**src/rtl/wb_stage.sv**
```systemverilog
// rtl/wb_stage.sv - RV32I writeback stage with load alignment and timeout
module wb_stage #(
    parameter int TIMEOUT = 16
) (
    input  logic        clk,
    input  logic        reset,
    input  logic        in_valid,
    output logic        in_ready,
    input  logic [4:0]  in_rd,
    input  logic        in_wen,
    input  logic        in_is_load,
    input  logic [2:0]  in_funct3,
    input  logic [31:0] in_result,
    output logic        dmem_req,
    output logic [31:0] dmem_addr,
    input  logic        dmem_ack,
    input  logic [31:0] dmem_rdata,
    output logic        rf_we,
    output logic [4:0]  rf_rd,
    output logic [31:0] rf_wdata,
    output logic        busy,
    output logic        load_err
);

    localparam int CW = $clog2(TIMEOUT) + 1;
    localparam logic [CW-1:0] CNT_LAST = CW'(TIMEOUT - 1);

    localparam logic [2:0] F3_LB  = 3'b000;
    localparam logic [2:0] F3_LH  = 3'b001;
    localparam logic [2:0] F3_LW  = 3'b010;
    localparam logic [2:0] F3_LBU = 3'b100;
    localparam logic [2:0] F3_LHU = 3'b101;

    typedef enum logic [1:0] {
        ST_IDLE      = 2'd0,
        ST_LOAD_WAIT = 2'd1,
        ST_WRITE     = 2'd2
    } state_t;

    state_t         r_state;
    logic [4:0]     r_rd;
    logic           r_wen;
    logic [2:0]     r_funct3;
    logic [1:0]     r_off;
    logic [CW-1:0]  r_cnt;
    logic           r_dmem_req;
    logic [31:0]    r_dmem_addr;
    logic           r_rf_we;
    logic [4:0]     r_rf_rd;
    logic [31:0]    r_rf_wdata;
    logic           r_load_err;

    logic           w_transfer;
    logic           w_illegal;
    logic           w_alu_writes;
    logic           w_load_writes;
    logic [7:0]     w_byte;
    logic [15:0]    w_half;
    logic [31:0]    w_load_data;

    assign in_ready  = (r_state == ST_IDLE);
    assign busy      = (r_state != ST_IDLE);
    assign dmem_req  = r_dmem_req;
    assign dmem_addr = r_dmem_addr;
    assign rf_we     = r_rf_we;
    assign rf_rd     = r_rf_rd;
    assign rf_wdata  = r_rf_wdata;
    assign load_err  = r_load_err;

    assign w_transfer    = in_valid & in_ready;
    assign w_alu_writes  = in_wen & (in_rd != 5'd0);
    assign w_load_writes = r_wen & (r_rd != 5'd0);

    // Classify an incoming load as illegal: unknown funct3 or misaligned access
    always_comb begin
        w_illegal = 1'b0;
        case (in_funct3)
            F3_LB, F3_LBU: w_illegal = 1'b0;
            F3_LH, F3_LHU: w_illegal = in_result[0];
            F3_LW:         w_illegal = (in_result[1:0] != 2'b00);
            default:       w_illegal = 1'b1;
        endcase
    end

    // Pick the addressed byte/halfword of the returned word and extend it
    always_comb begin
        w_byte      = 8'h00;
        w_half      = 16'h0000;
        w_load_data = dmem_rdata;
        case (r_off)
            2'd0:    w_byte = dmem_rdata[7:0];
            2'd1:    w_byte = dmem_rdata[15:8];
            2'd2:    w_byte = dmem_rdata[23:16];
            default: w_byte = dmem_rdata[31:24];
        endcase
        w_half = r_off[1] ? dmem_rdata[31:16] : dmem_rdata[15:0];
        case (r_funct3)
            F3_LB:   w_load_data = {{24{w_byte[7]}}, w_byte};
            F3_LH:   w_load_data = {{16{w_half[15]}}, w_half};
            F3_LBU:  w_load_data = {24'h000000, w_byte};
            F3_LHU:  w_load_data = {16'h0000, w_half};
            default: w_load_data = dmem_rdata;
        endcase
    end

    // Stage FSM: accept, wait for memory, then write the register file for one cycle
    always_ff @(posedge clk) begin
        if (reset) begin
            r_state     <= ST_IDLE;
            r_rd        <= 5'd0;
            r_wen       <= 1'b0;
            r_funct3    <= 3'b000;
            r_off       <= 2'b00;
            r_cnt       <= '0;
            r_dmem_req  <= 1'b0;
            r_dmem_addr <= 32'h0;
            r_rf_we     <= 1'b0;
            r_rf_rd     <= 5'd0;
            r_rf_wdata  <= 32'h0;
            r_load_err  <= 1'b0;
        end else begin
            r_rf_we    <= 1'b0;
            r_load_err <= 1'b0;
            case (r_state)
                ST_IDLE: begin
                    if (w_transfer) begin
                        if (!in_is_load) begin
                            // ALU result goes straight to the write cycle
                            r_state <= ST_WRITE;
                            r_rf_we <= w_alu_writes;
                            if (w_alu_writes) begin
                                r_rf_rd    <= in_rd;
                                r_rf_wdata <= in_result;
                            end
                        end else if (w_illegal) begin
                            // Rejected load: flag it and stay ready, nothing reaches memory
                            r_load_err <= 1'b1;
                        end else begin
                            r_rd        <= in_rd;
                            r_wen       <= in_wen;
                            r_funct3    <= in_funct3;
                            r_off       <= in_result[1:0];
                            r_cnt       <= '0;
                            r_dmem_req  <= 1'b1;
                            r_dmem_addr <= {in_result[31:2], 2'b00};
                            r_state     <= ST_LOAD_WAIT;
                        end
                    end
                end
                ST_LOAD_WAIT: begin
                    // Ack is checked first so an ack on the last allowed cycle still completes
                    if (dmem_ack) begin
                        r_dmem_req <= 1'b0;
                        r_state    <= ST_WRITE;
                        r_rf_we    <= w_load_writes;
                        if (w_load_writes) begin
                            r_rf_rd    <= r_rd;
                            r_rf_wdata <= w_load_data;
                        end
                    end else if (r_cnt == CNT_LAST) begin
                        r_dmem_req <= 1'b0;
                        r_load_err <= 1'b1;
                        r_state    <= ST_IDLE;
                    end else begin
                        r_cnt <= r_cnt + 1'b1;
                    end
                end
                ST_WRITE: begin
                    r_state <= ST_IDLE;
                end
                default: begin
                    r_state <= ST_IDLE;
                end
            endcase
        end
    end

endmodule

```
**config.mk**
```make
export PLATFORM = sky130hd
export DESIGN_NAME = wb_stage
export DESIGN_NICKNAME = d
export VERILOG_FILES = /design/src/rtl/wb_stage.sv
export SDC_FILE = /design/constraint.sdc
export NUM_CORES = 1
export LEC_CHECK = 0
export BUFFER_PORTS_ARGS = -buffer_cell sky130_fd_sc_hd__buf_4
export CAP_MARGIN = 20
export CORE_MARGIN = 2
export CORE_UTILIZATION = 47
export CTS_CLUSTER_DIAMETER = 120
export CTS_CLUSTER_SIZE = 30
export DETAILED_ROUTE_END_ITERATION = 6
export GPL_ROUTABILITY_DRIVEN = 0
export HOLD_SLACK_MARGIN = 0.1
export PLACE_DENSITY = 0.76
export SYNTH_ARGS = -nofsm -noshare
export SYNTH_HDL_FRONTEND = slang
export SYNTH_SLANG_ARGS = --single-unit
export TNS_END_PERCENT = 5
```
**constraint.sdc**
```tcl
create_clock -name clk -period 2.8 [get_ports clk]
set_input_delay 0 -clock clk [delete_from_list [all_inputs] [get_ports clk]]
set_output_delay 0 -clock clk [all_outputs]
set_load 0.05 [all_outputs]
```
==> metrics.txt <==
remaining antenna violation count 0; Final #Nets 792; Worst R2R Start r_funct3[1]$_SDFFE_PP0P_; reg2reg end rf_wdata[23]$_SDFFE_PP0P_; ys async rst share 0%; WL final 13.63 mm; share of layout cells above drive strength 1 26.82%; Hold WC Path Type input port to flop; Max FO, Critical Path 24; max-cap viol count 0; end of the worst hold path rf_wdata[7]$_SDFFE_PP0P_; clock latency on the worst-skew pair 0.36 ns; sw frac 29.99%; Post-Synthesis Cells 535; Synth Flop Type dfxtp_1; I/O pin count 152; worst slew pin tran 1.092 ns; Clk pin slew, worst setup/hold paths 0.09 ns; final core utilization 70.15%; DRT iter0 DRCs 246; CTS sink cnt 88; CP endpoint kind flop; vias in the first global route 4440; CP arrival 2.56 ns; CP max stage delay 0.86 ns; crit path time final 2.313 ns; crit path from r_funct3[1]$_SDFFE_PP0P_; Netlist cell types 54; filler cell count 689; Syn Area/Cell 8.017 um2; core box area 8806 um2; Area Growth Syn to Fin 44.02%; register area 1762 um2; Syn. warnings 0; Yosys reg bits 88; total number of vias 4635; RSZ-0062 raised after global routing no; Die Span Y 99.53 um; Tcrit/Tclk final 82.61%; hold_sp dmem_rdata[7]; worst hold slack 0.1069 ns; Pleak 2.527 nW; setup slack, reg-to-reg 0.49 ns; Root Buffer clkbuf_8; Register-to-Register Path Depth 4; vias per cell 5.625; hold path depth 5; Rel. slew slack 26.71%; final setup violation count 0; first-pass GRT wire length 21.74 mm; GRT Util Overall 27.57%; P_int 0.002146 W; Initial Util 48.71%; die area 9906 um2; Final Max Slew Viols 0; H-Tree Depth 3; drt first pass iters 5; CTS tree done; initial antenna violation count 0; Worst Setup Start Kind flop; maximum vdd drop 0.0003002 V; gr ovfl total 0; total power 0.003065 W; Cell Pwr Density 496.1 nW/um2; Comb power frac 23.2%; final hold violation count 0; # DRC 0; CP Data Required Time 3.05 ns; kind of critical path flop to flop; design area 6177 um2; Post-CTS Resized 0; placed cell area 5429 um2; number of synthesized flops with an enable pin 0; Synth Cell Area 4289 um2; sequential area share after synthesis 41.07%; routed length per placed instance 16.54 um; Net Sw Power 0.0009189 W; row count 34; Seq pwr share 44.0%; Critical-path top delay cell o21ai_1; most frequent cells in the layout 163 x buf_4, 101 x nand2_1, 88 x dfxtp_1; multi-input logic area 2290 um2; commonest non-fill, non-tap cell in the layout buf_4; CTS buffer count 9; Die X 99.53 um; largest net degree at the start of global routing 58; ant diodes 0; clk_skew 0.005362 ns; hpwl dp 9.503 mm; maximum clock rate 0.4323 GHz; setup_tns 0 ns; port buffer count 149; Clock Power Share 32.8%; Clock Path Buffers 2; status finished clean; crit-path cells buf_4 > o21ai_1 > o22ai_1 > o41ai_1
[power groups by stage]
stage | clock (W) | combinational, W | sequential, W
detailed placement | 0 | 0.000646 | 0.00138
floorplan | 0 | 0.000243 | 0.00154
finish | 0.00100 | 0.000711 | 0.00135
CTS | 0.00102 | 0.000706 | 0.00135
global route | 0.00108 | 0.000756 | 0.00136
global placement | 0 | 0.000637 | 0.00138
[how the worst max path moves through the flow]
stage | end | slack [ns] | cells past startpoint
after global placement | rf_wdata[28]$_SDFFE_PP0P_ | 0.73 | 4
final | rf_wdata[23]$_SDFFE_PP0P_ | 0.49 | 4
after floorplan | rf_wdata[15]$_SDFFE_PP0P_ | 0.56 | 8
after detailed placement | rf_wdata[22]$_SDFFE_PP0P_ | 0.59 | 4
after CTS | rf_wdata[28]$_SDFFE_PP0P_ | 0.58 | 4
after global routing | rf_wdata[23]$_SDFFE_PP0P_ | 0.30 | 4
[synth_stat cells, types with 2 or more instances]
master | count | area (um2)
clkbuf_1 | 29 | 108.9
nand3b_1 | 25 | 187.7
nor3_1 | 6 | 30.03
nor2b_1 | 5 | 31.28
o41ai_1 | 22 | 192.7
o21ai_0 | 10 | 50.05
a211oi_1 | 10 | 75.07
a22o_1 | 7 | 61.31
nor3b_1 | 3 | 22.52
ha_1 | 2 | 25.02
buf_4 | 5 | 37.54
mux2i_1 | 7 | 70.07
nand3_1 | 4 | 20.02
inv_1 | 4 | 15.01
a221o_1 | 7 | 70.07
nor4_1 | 2 | 12.51
a21oi_1 | 56 | 280.3
dfxtp_1 | 88 | 1762
and2_1 | 15 | 93.84
o22ai_1 | 21 | 131.4
mux2_2 | 2 | 22.52
a311oi_2 | 5 | 75.07
nor2_1 | 52 | 195.2
xnor2_1 | 2 | 17.52
buf_6 | 2 | 22.52
nand2b_1 | 4 | 25.02
nand2_1 | 101 | 379.1
buf_2 | 13 | 65.06
[per-layer routing]
layer	part of all wire [%]	GRT usage, %	up-vias
li1	-	-	2254
met1	43	36.00	2163
met2	48	45.84	195
met3	7.4	4.989	23
met4	2.2	9.800	0
met5	0	0	-
[per-stage QoR]
stage | worst slack (ns) | std cells
5_1_grt | 0.2994 | 824
4_1_cts | 0.5759 | 824
2_1_floorplan | 0.5560 | 536
3_5_place_dp | 0.5925 | 757
3_3_place_gp | 0.7266 | 757
6_report | 0.4868 | 824
[worst max-delay path: cells and delay by family (launching register included)]
| kind | cells | cell delay [ns] |
|---|---|---|
| buffers and inverters | 1 | 0.28 |
| DFF | 1 | 0.45 |
| AOI/OAI and AO/OA | 3 | 1.47 |
[cell families (layout without fill, tap and decap cells)]
kind of cell,after synthesis,after routing,synth area share (%)
fa+ha+maj,2,2,0.5833
xor+xnor,2,2,0.4085
other cells,1,2,0.08743
mux,9,9,2.159
compound gates,155,155,25.38
buf+inv,55,235,5.980
flops,88,88,41.07
simple gates,223,223,24.33
[registers in the layout, indices dropped and copies added, names as in the netlist]
name and cells:
rf_wdata 32, dmem_addr 30, r_cnt 5, r_rd 5, rf_rd 5, r_funct3 3, r_off 2, r_state 2
dmem_req 1, load_err 1, r_wen 1, rf_we 1
[cell type report]
| class | instances | share of cell area, % |
|---|---|---|
| clock buffers | 11 | 2.451 |
| repair buffers | 215 | 28.24 |
| clock inverters | 4 | 1.236 |
| flip-flops and latches | 88 | 28.52 |
| well taps | 108 | 2.188 |
| inverters | 5 | 0.3038 |
| multi-input cells | 393 | 37.07 |
[timing repair]
item,CTS,global route
setup buffers,0,0
endpoints found under the setup margin,0,0
endpoints found under the hold margin,81,0
hold buffers,52,0
Power figures use the tool's default switching activity.
